--- src/rtl/rgb2gray_pkg.sv ---
//------------------------------------------------------------------------------
// Module      : rgb2gray_pkg
// Description : Shared types and constants for the streaming grey converter.
// Revision    : 1.0 - initial release
//------------------------------------------------------------------------------
`default_nettype none

package rgb2gray_pkg;

  typedef enum logic [1:0] {
    ACC  = 2'd0,
    CALC = 2'd1,
    OUT  = 2'd2
  } state_t;

  localparam logic MODE_AVG  = 1'b0;
  localparam logic MODE_LUMA = 1'b1;

  localparam int LUMA_W0    = 77;
  localparam int LUMA_W1    = 150;
  localparam int LUMA_W2    = 29;
  localparam int LUMA_SHIFT = 8;

  // Room for a full-scale sample times the largest luma weight plus a rounding term.
  function automatic int acc_width(input int color_size);
    return color_size + 8 + 1;
  endfunction

endpackage

`default_nettype wire

--- src/rtl/rgb2gray_const_div.sv ---
//------------------------------------------------------------------------------
// Module      : rgb2gray_const_div
// Description : Combinational exact floor division by a constant (DIVISOR >= 2)
//               using a reciprocal multiply followed by a single correction step.
// Revision    : 1.0 - initial release
//------------------------------------------------------------------------------
`default_nettype none

module rgb2gray_const_div #(
  parameter int IN_W    = 17,
  parameter int DIVISOR = 3
) (
  input  logic [IN_W-1:0] i_dividend,
  output logic [IN_W-1:0] o_quotient
);

  // floor(2^IN_W / D) under-estimates the quotient by at most one for any IN_W-bit input.
  localparam logic [IN_W-1:0] RECIP = IN_W'((64'd1 << IN_W) / DIVISOR);
  localparam logic [IN_W-1:0] DIV_C = IN_W'(DIVISOR);

  logic [2*IN_W-1:0] w_prod;
  logic [IN_W-1:0]   w_q0;
  logic [IN_W-1:0]   w_rem;

  assign w_prod     = {{IN_W{1'b0}}, i_dividend} * {{IN_W{1'b0}}, RECIP};
  assign w_q0       = IN_W'(w_prod >> IN_W);
  assign w_rem      = i_dividend - IN_W'(w_q0 * DIV_C);
  assign o_quotient = (w_rem >= DIV_C) ? w_q0 + IN_W'(1) : w_q0;

endmodule

`default_nettype wire

--- src/rtl/rgb2gray_stream.sv ---
//------------------------------------------------------------------------------
// Module      : rgb2gray_stream
// Description : Accumulates CHANNELS samples per pixel and emits one grey value
//               (exact average or BT.601-style luma). Define RGB2GRAY_ROUND_EN
//               for round-to-nearest instead of truncation.
// Revision    : 1.0 - initial release
//------------------------------------------------------------------------------
`default_nettype none

module rgb2gray_stream
  import rgb2gray_pkg::*;
#(
  parameter int COLOR_SIZE = 8,
  parameter int CHANNELS   = 3,
  parameter int ACC_W      = acc_width(COLOR_SIZE)
) (
  input  logic                  clk_i,
  input  logic                  rst_i,
  input  logic                  mode_i,
  input  logic                  chan_valid_i,
  output logic                  chan_ready_o,
  input  logic [COLOR_SIZE-1:0] chan_data_i,
  output logic                  gray_valid_o,
  input  logic                  gray_ready_i,
  output logic [COLOR_SIZE-1:0] gray_data_o,
  output logic                  busy_o
);

  localparam int              IDX_W    = (CHANNELS > 1) ? $clog2(CHANNELS) : 1;
  localparam bit              LUMA_OK  = (CHANNELS == 3);
  localparam logic [IDX_W-1:0] LAST_IDX = IDX_W'(CHANNELS - 1);

  state_t                r_state;
  state_t                w_state_nxt;
  logic [ACC_W-1:0]      r_acc;
  logic [IDX_W-1:0]      r_idx;
  logic                  r_mode;
  logic [COLOR_SIZE-1:0] r_gray;

  logic                  w_xfer;
  logic                  w_first;
  logic                  w_mode_eff;
  logic [7:0]            w_weight;
  logic [ACC_W-1:0]      w_term;
  logic [ACC_W-1:0]      w_avg_num;
  logic [ACC_W-1:0]      w_luma_num;
  logic [ACC_W-1:0]      w_avg_q;
  logic [COLOR_SIZE-1:0] w_gray_calc;

  assign w_xfer     = chan_valid_i & chan_ready_o;
  assign w_first    = (r_idx == '0);
  // Mode is taken live on the first beat and from the latch for the rest of the pixel.
  assign w_mode_eff = w_first ? (LUMA_OK ? mode_i : MODE_AVG) : r_mode;

  always_comb begin
    w_weight = 8'd1;
    if (w_mode_eff == MODE_LUMA) begin
      case (r_idx)
        IDX_W'(0): w_weight = 8'(LUMA_W0);
        IDX_W'(1): w_weight = 8'(LUMA_W1);
        IDX_W'(2): w_weight = 8'(LUMA_W2);
        default:   w_weight = 8'd1;
      endcase
    end
  end

  assign w_term = ACC_W'(w_weight) * ACC_W'(chan_data_i);

`ifdef RGB2GRAY_ROUND_EN
  assign w_avg_num  = r_acc + ACC_W'(CHANNELS / 2);
  assign w_luma_num = r_acc + ACC_W'(1 << (LUMA_SHIFT - 1));
`else
  assign w_avg_num  = r_acc;
  assign w_luma_num = r_acc;
`endif

  rgb2gray_const_div #(
    .IN_W    (ACC_W),
    .DIVISOR (CHANNELS)
  ) u_div (
    .i_dividend (w_avg_num),
    .o_quotient (w_avg_q)
  );

  assign w_gray_calc = (r_mode == MODE_LUMA) ? COLOR_SIZE'(w_luma_num >> LUMA_SHIFT)
                                             : COLOR_SIZE'(w_avg_q);

  always_ff @(posedge clk_i) begin
    if (rst_i) begin
      r_acc  <= '0;
      r_idx  <= '0;
      r_mode <= MODE_AVG;
      r_gray <= '0;
    end else begin
      if (w_xfer) begin
        r_acc <= w_first ? w_term : r_acc + w_term;
        r_idx <= (r_idx == LAST_IDX) ? '0 : r_idx + IDX_W'(1);
        if (w_first) begin
          r_mode <= w_mode_eff;
        end
      end
      if (r_state == CALC) begin
        r_gray <= w_gray_calc;
      end
    end
  end

  always_ff @(posedge clk_i) begin
    if (rst_i) begin
      r_state <= ACC;
    end else begin
      r_state <= w_state_nxt;
    end
  end

  always_comb begin
    w_state_nxt  = r_state;
    chan_ready_o = 1'b0;
    gray_valid_o = 1'b0;
    case (r_state)
      ACC: begin
        chan_ready_o = 1'b1;
        if (chan_valid_i && (r_idx == LAST_IDX)) begin
          w_state_nxt = CALC;
        end
      end
      CALC: begin
        w_state_nxt = OUT;
      end
      OUT: begin
        gray_valid_o = 1'b1;
        if (gray_ready_i) begin
          w_state_nxt = ACC;
        end
      end
      default: begin
        w_state_nxt = ACC;
      end
    endcase
  end

  assign gray_data_o = r_gray;
  assign busy_o      = (r_idx != '0) || (r_state != ACC);

endmodule

`default_nettype wire

--- config.mk ---
export PLATFORM = sky130hd
export DESIGN_NAME = rgb2gray_stream
export DESIGN_NICKNAME = d
export VERILOG_FILES = /design/src/rtl/rgb2gray_pkg.sv /design/src/rtl/rgb2gray_const_div.sv /design/src/rtl/rgb2gray_stream.sv
export SDC_FILE = /design/constraint.sdc
export NUM_CORES = 1
export LEC_CHECK = 0
export CAP_MARGIN = 30
export CORE_MARGIN = 3
export CORE_UTILIZATION = 66
export DETAILED_ROUTE_END_ITERATION = 16
export GPL_TIMING_DRIVEN = 0
export HOLD_SLACK_MARGIN = 0.15
export PLACE_DENSITY = 0.93
export REMOVE_ABC_BUFFERS = 1
export SYNTH_ARGS = -nofsm -noshare
export SYNTH_HDL_FRONTEND = slang
export SYNTH_HIERARCHICAL = 1
export SYNTH_SLANG_ARGS = --single-unit
export TNS_END_PERCENT = 10
--- constraint.sdc ---
create_clock -name clk_i -period 10.39 [get_ports clk_i]
set_input_delay 2.078 -clock clk_i [delete_from_list [all_inputs] [get_ports clk_i]]
set_output_delay 2.078 -clock clk_i [all_outputs]
set_load 0.02 [all_outputs]
==> results.md <==
- STA classifies the critical path endpoint as a flop.
- The initial antenna violation count is 0.
- The synthesized area divided by synthesized cell count is 8.43 sq um.
- The kind of path behind the tightest hold check is flop to flop.
- The flow ran to the end, and the final reports show no timing, DRC or antenna violations.
- The library cells used most frequently in the layout, excluding fill and tap cells, are sky130_fd_sc_hd__inv_1 (235), sky130_fd_sc_hd__ha_1 (222), sky130_fd_sc_hd__fa_1 (106).
- Headroom to the max-slew limit came out at 0.326.
- The master of the slowest instance on the critical path is sky130_fd_sc_hd__dfxtp_1.
- The met1 layer wirelength in the final routing is ~11000 microns.
- Static timing analysis puts the maximum clock frequency at a little over 0.1 GHz.
- The tool flagged a number of max-cap violations equal to 0.
- The final count of negative-setup-slack endpoints is 0.
- Entering global routing, the biggest net connects 28 pins.
- For this run, the detailed router's first-pass iteration total came to 5.
- The detailed route wirelength on metal3 is between 2000 and 2500 microns.
- Across all setup checks in the final design, the least slack found is between 500 and 600 ps.
- The area added between synthesis and finish is 5.78%.
- In this run the most critical hold path is launched from gray_data_o[6]$_SDFFE_PP0N_.
- Wires add up to 26900 microns.
- The minimum setup slack among reg-to-reg paths is 560 ps.
- The total of cells resized after clock tree synthesis is 0.
- The cell area after synthesis is around 10000 sq um.
- The largest fanout of any net on the critical path is 12.
- The height of the die is 131 microns.
- The required time of the critical path is ~11000 ps.
- Leaving out fill and tap cells, the most frequent cell in the layout is sky130_fd_sc_hd__inv_1.
- The number of cells on the worst reg-to-reg path is 34.
- CTS placed an instance of sky130_fd_sc_hd__clkbuf_16 at the clock tree root.
- The via count of the first global-routing pass came to around 9100.
- The total met2 wirelength after detailed routing is ~13000 microns.
- The starting DRC count in detailed routing is 843.
- The clock latency on the worst-skew pair is 280 ps.
- After filler insertion, the fill cell instance count of the layout stands at 1068.
- TritonCTS built the clock tree.
- The buffer count from post-CTS setup fixing is 0.
- The region available for standard cell placement spans between 15000 and 20000 sq um.
- The hold slack is 502 ps.
- For the worst setup path, the data arrival time is between 10000 and 15000 ps.
- Once detail routing completed, the nets flagged for antenna violations numbered 0.
- Detailed routing inserted a total of between 9000 and 10000 vias.
- The endpoint of the lowest-slack register-to-register path is gray_data_o[4]$_SDFFE_PP0N_.
- For this design, the sink count on the clock tree is 30.
- At the placement stage, the worst setup path has a slack of between 800 and 900 ps.
- The startpoint type of the worst setup path is a flop.
- The number of placement rows is 45.
- The number of buffers inserted during clock tree synthesis is 5.
- The reg-to-reg startpoint is r_acc[1]$_SDFFE_PP0P_.
- The wire-length estimate of the detail-placed layout is approximately 21000 microns.
- Of the available clock period, the critical path in the final layout requires 0.946.
- The die width is around 130 microns.
- The ratio of cells with drive above 1 in the final layout is 0.0300.
- The transition time of the tightest slew-check pin is ~1000 ps.
- The number of hold-slack violations in the final timing report is 0.
- The global-route wire length before repair is roughly 43000 microns.
- The number of top-level pins is 24.
- Setup repair after global routing left no endpoint under its margin.
- Buffers placed on the I/O ports in this run total 23.
- The worst setup path is of the flop to flop kind.
- The die area is roughly 17000 sq um.
- The total global-route track usage is 0.314.
- The highest layer used for signal routing is met4.
- Clock-pin slew was measured on the worst setup and hold paths at 60 ps.
- 0 antenna diodes ended up in the layout.
- The final net count is 1575.
- The via count normalized by instance count is around 6.3.
- For the finished layout, the period the worst path requires is approximately 10000 ps.
- In this run the deepest clock path goes through 2 buffers.
- The sum of negative setup slack is 0 ps.
- After detailed routing, the number of remaining DRC violations is 0.
- Between clock sinks in the finished design, the worst skew comes to just under 6 ps.
- The starting density of the core is 0.677.
- Hold repair after CTS inserted 0 buffers.
- The critical path starts at r_acc[1]$_SDFFE_PP0P_.
- The final count of pins violating max slew came to 0.
- The worst hold path was traced through 2 stages.
- After detailed routing, the average wire length per cell comes to approximately 19 microns.
- Summed over all layers, the global routing overflow is 0.
- The path with the worst hold slack has its endpoint at gray_data_o[6]$_SDFFE_PP0N_.
- The largest incremental delay on the critical path is about 770 ps.
- For this run, the number of Yosys warnings is 6.
- The congestion estimate from routability-driven global placement came to 0.983.
- Synthesis handed over a netlist of between 1000 and 1500 instances.
- The H-tree was split into 2 levels.
==> critical path: cells and delay by family (launching register included) <==
kind	cells	cell delay, ps
xor gates and xnor gates	2	400
adders and majority gates	10	4150
muxes	1	110
buffers and inverters	5	310
AOI/OAI and AO/OA	9	2060
and+or+nand+nor	7	1920
DFF	1	770
==> cell type report <==
class | instances | area [sq um] | area share
multi-input cells | 937 | 8740 | 0.800
well taps | 211 | 264 | 0.0242
repair buffers | 25 | 265 | 0.0243
clock inverters | 3 | 45.0 | 0.00412
clock buffers | 5 | 125 | 0.0115
flip-flops and latches | 30 | 601 | 0.0550
inverters | 235 | 882 | 0.0807
==> worst max path at each step <==
stage	endpoint	cells past startpoint
2_1_floorplan	gray_data_o[4]$_SDFFE_PP0N_	33
3_3_place_gp	gray_data_o[4]$_SDFFE_PP0N_	33
3_5_place_dp	gray_data_o[5]$_SDFFE_PP0N_	34
4_1_cts	gray_data_o[4]$_SDFFE_PP0N_	34
5_1_grt	gray_data_o[4]$_SDFFE_PP0N_	34
6_report	gray_data_o[4]$_SDFFE_PP0N_	34
==> stage by stage <==
step / utilization / cells / area [sq um]
final: 0.716 / 1446 / 10900
after detailed placement: 0.704 / 1437 / 10700
after global routing: 0.716 / 1446 / 10900
after global placement: 0.703 / 1436 / 10700
after CTS: 0.716 / 1445 / 10900
after floorplan: - / 1202 / 10200
==> flip-flops by register name, summed over array words and instances, names as in the netlist <==
| name | cells |
|---|---|
| gray_data_o | 8 |
| r_acc | 17 |
| r_idx | 2 |
| r_mode | 1 |
| r_state | 2 |
==> metal layers <==
layer	vias to the layer above	GRT usage
met2	503	0.533
met4	0	0.102
met5	-	0
met3	101	0.0340
met1	4340	0.422
li1	4172	-
Power is left out: the tool's default activity adds up to more than one toggle a clock period on the data nets, which glitch-free logic cannot reach.
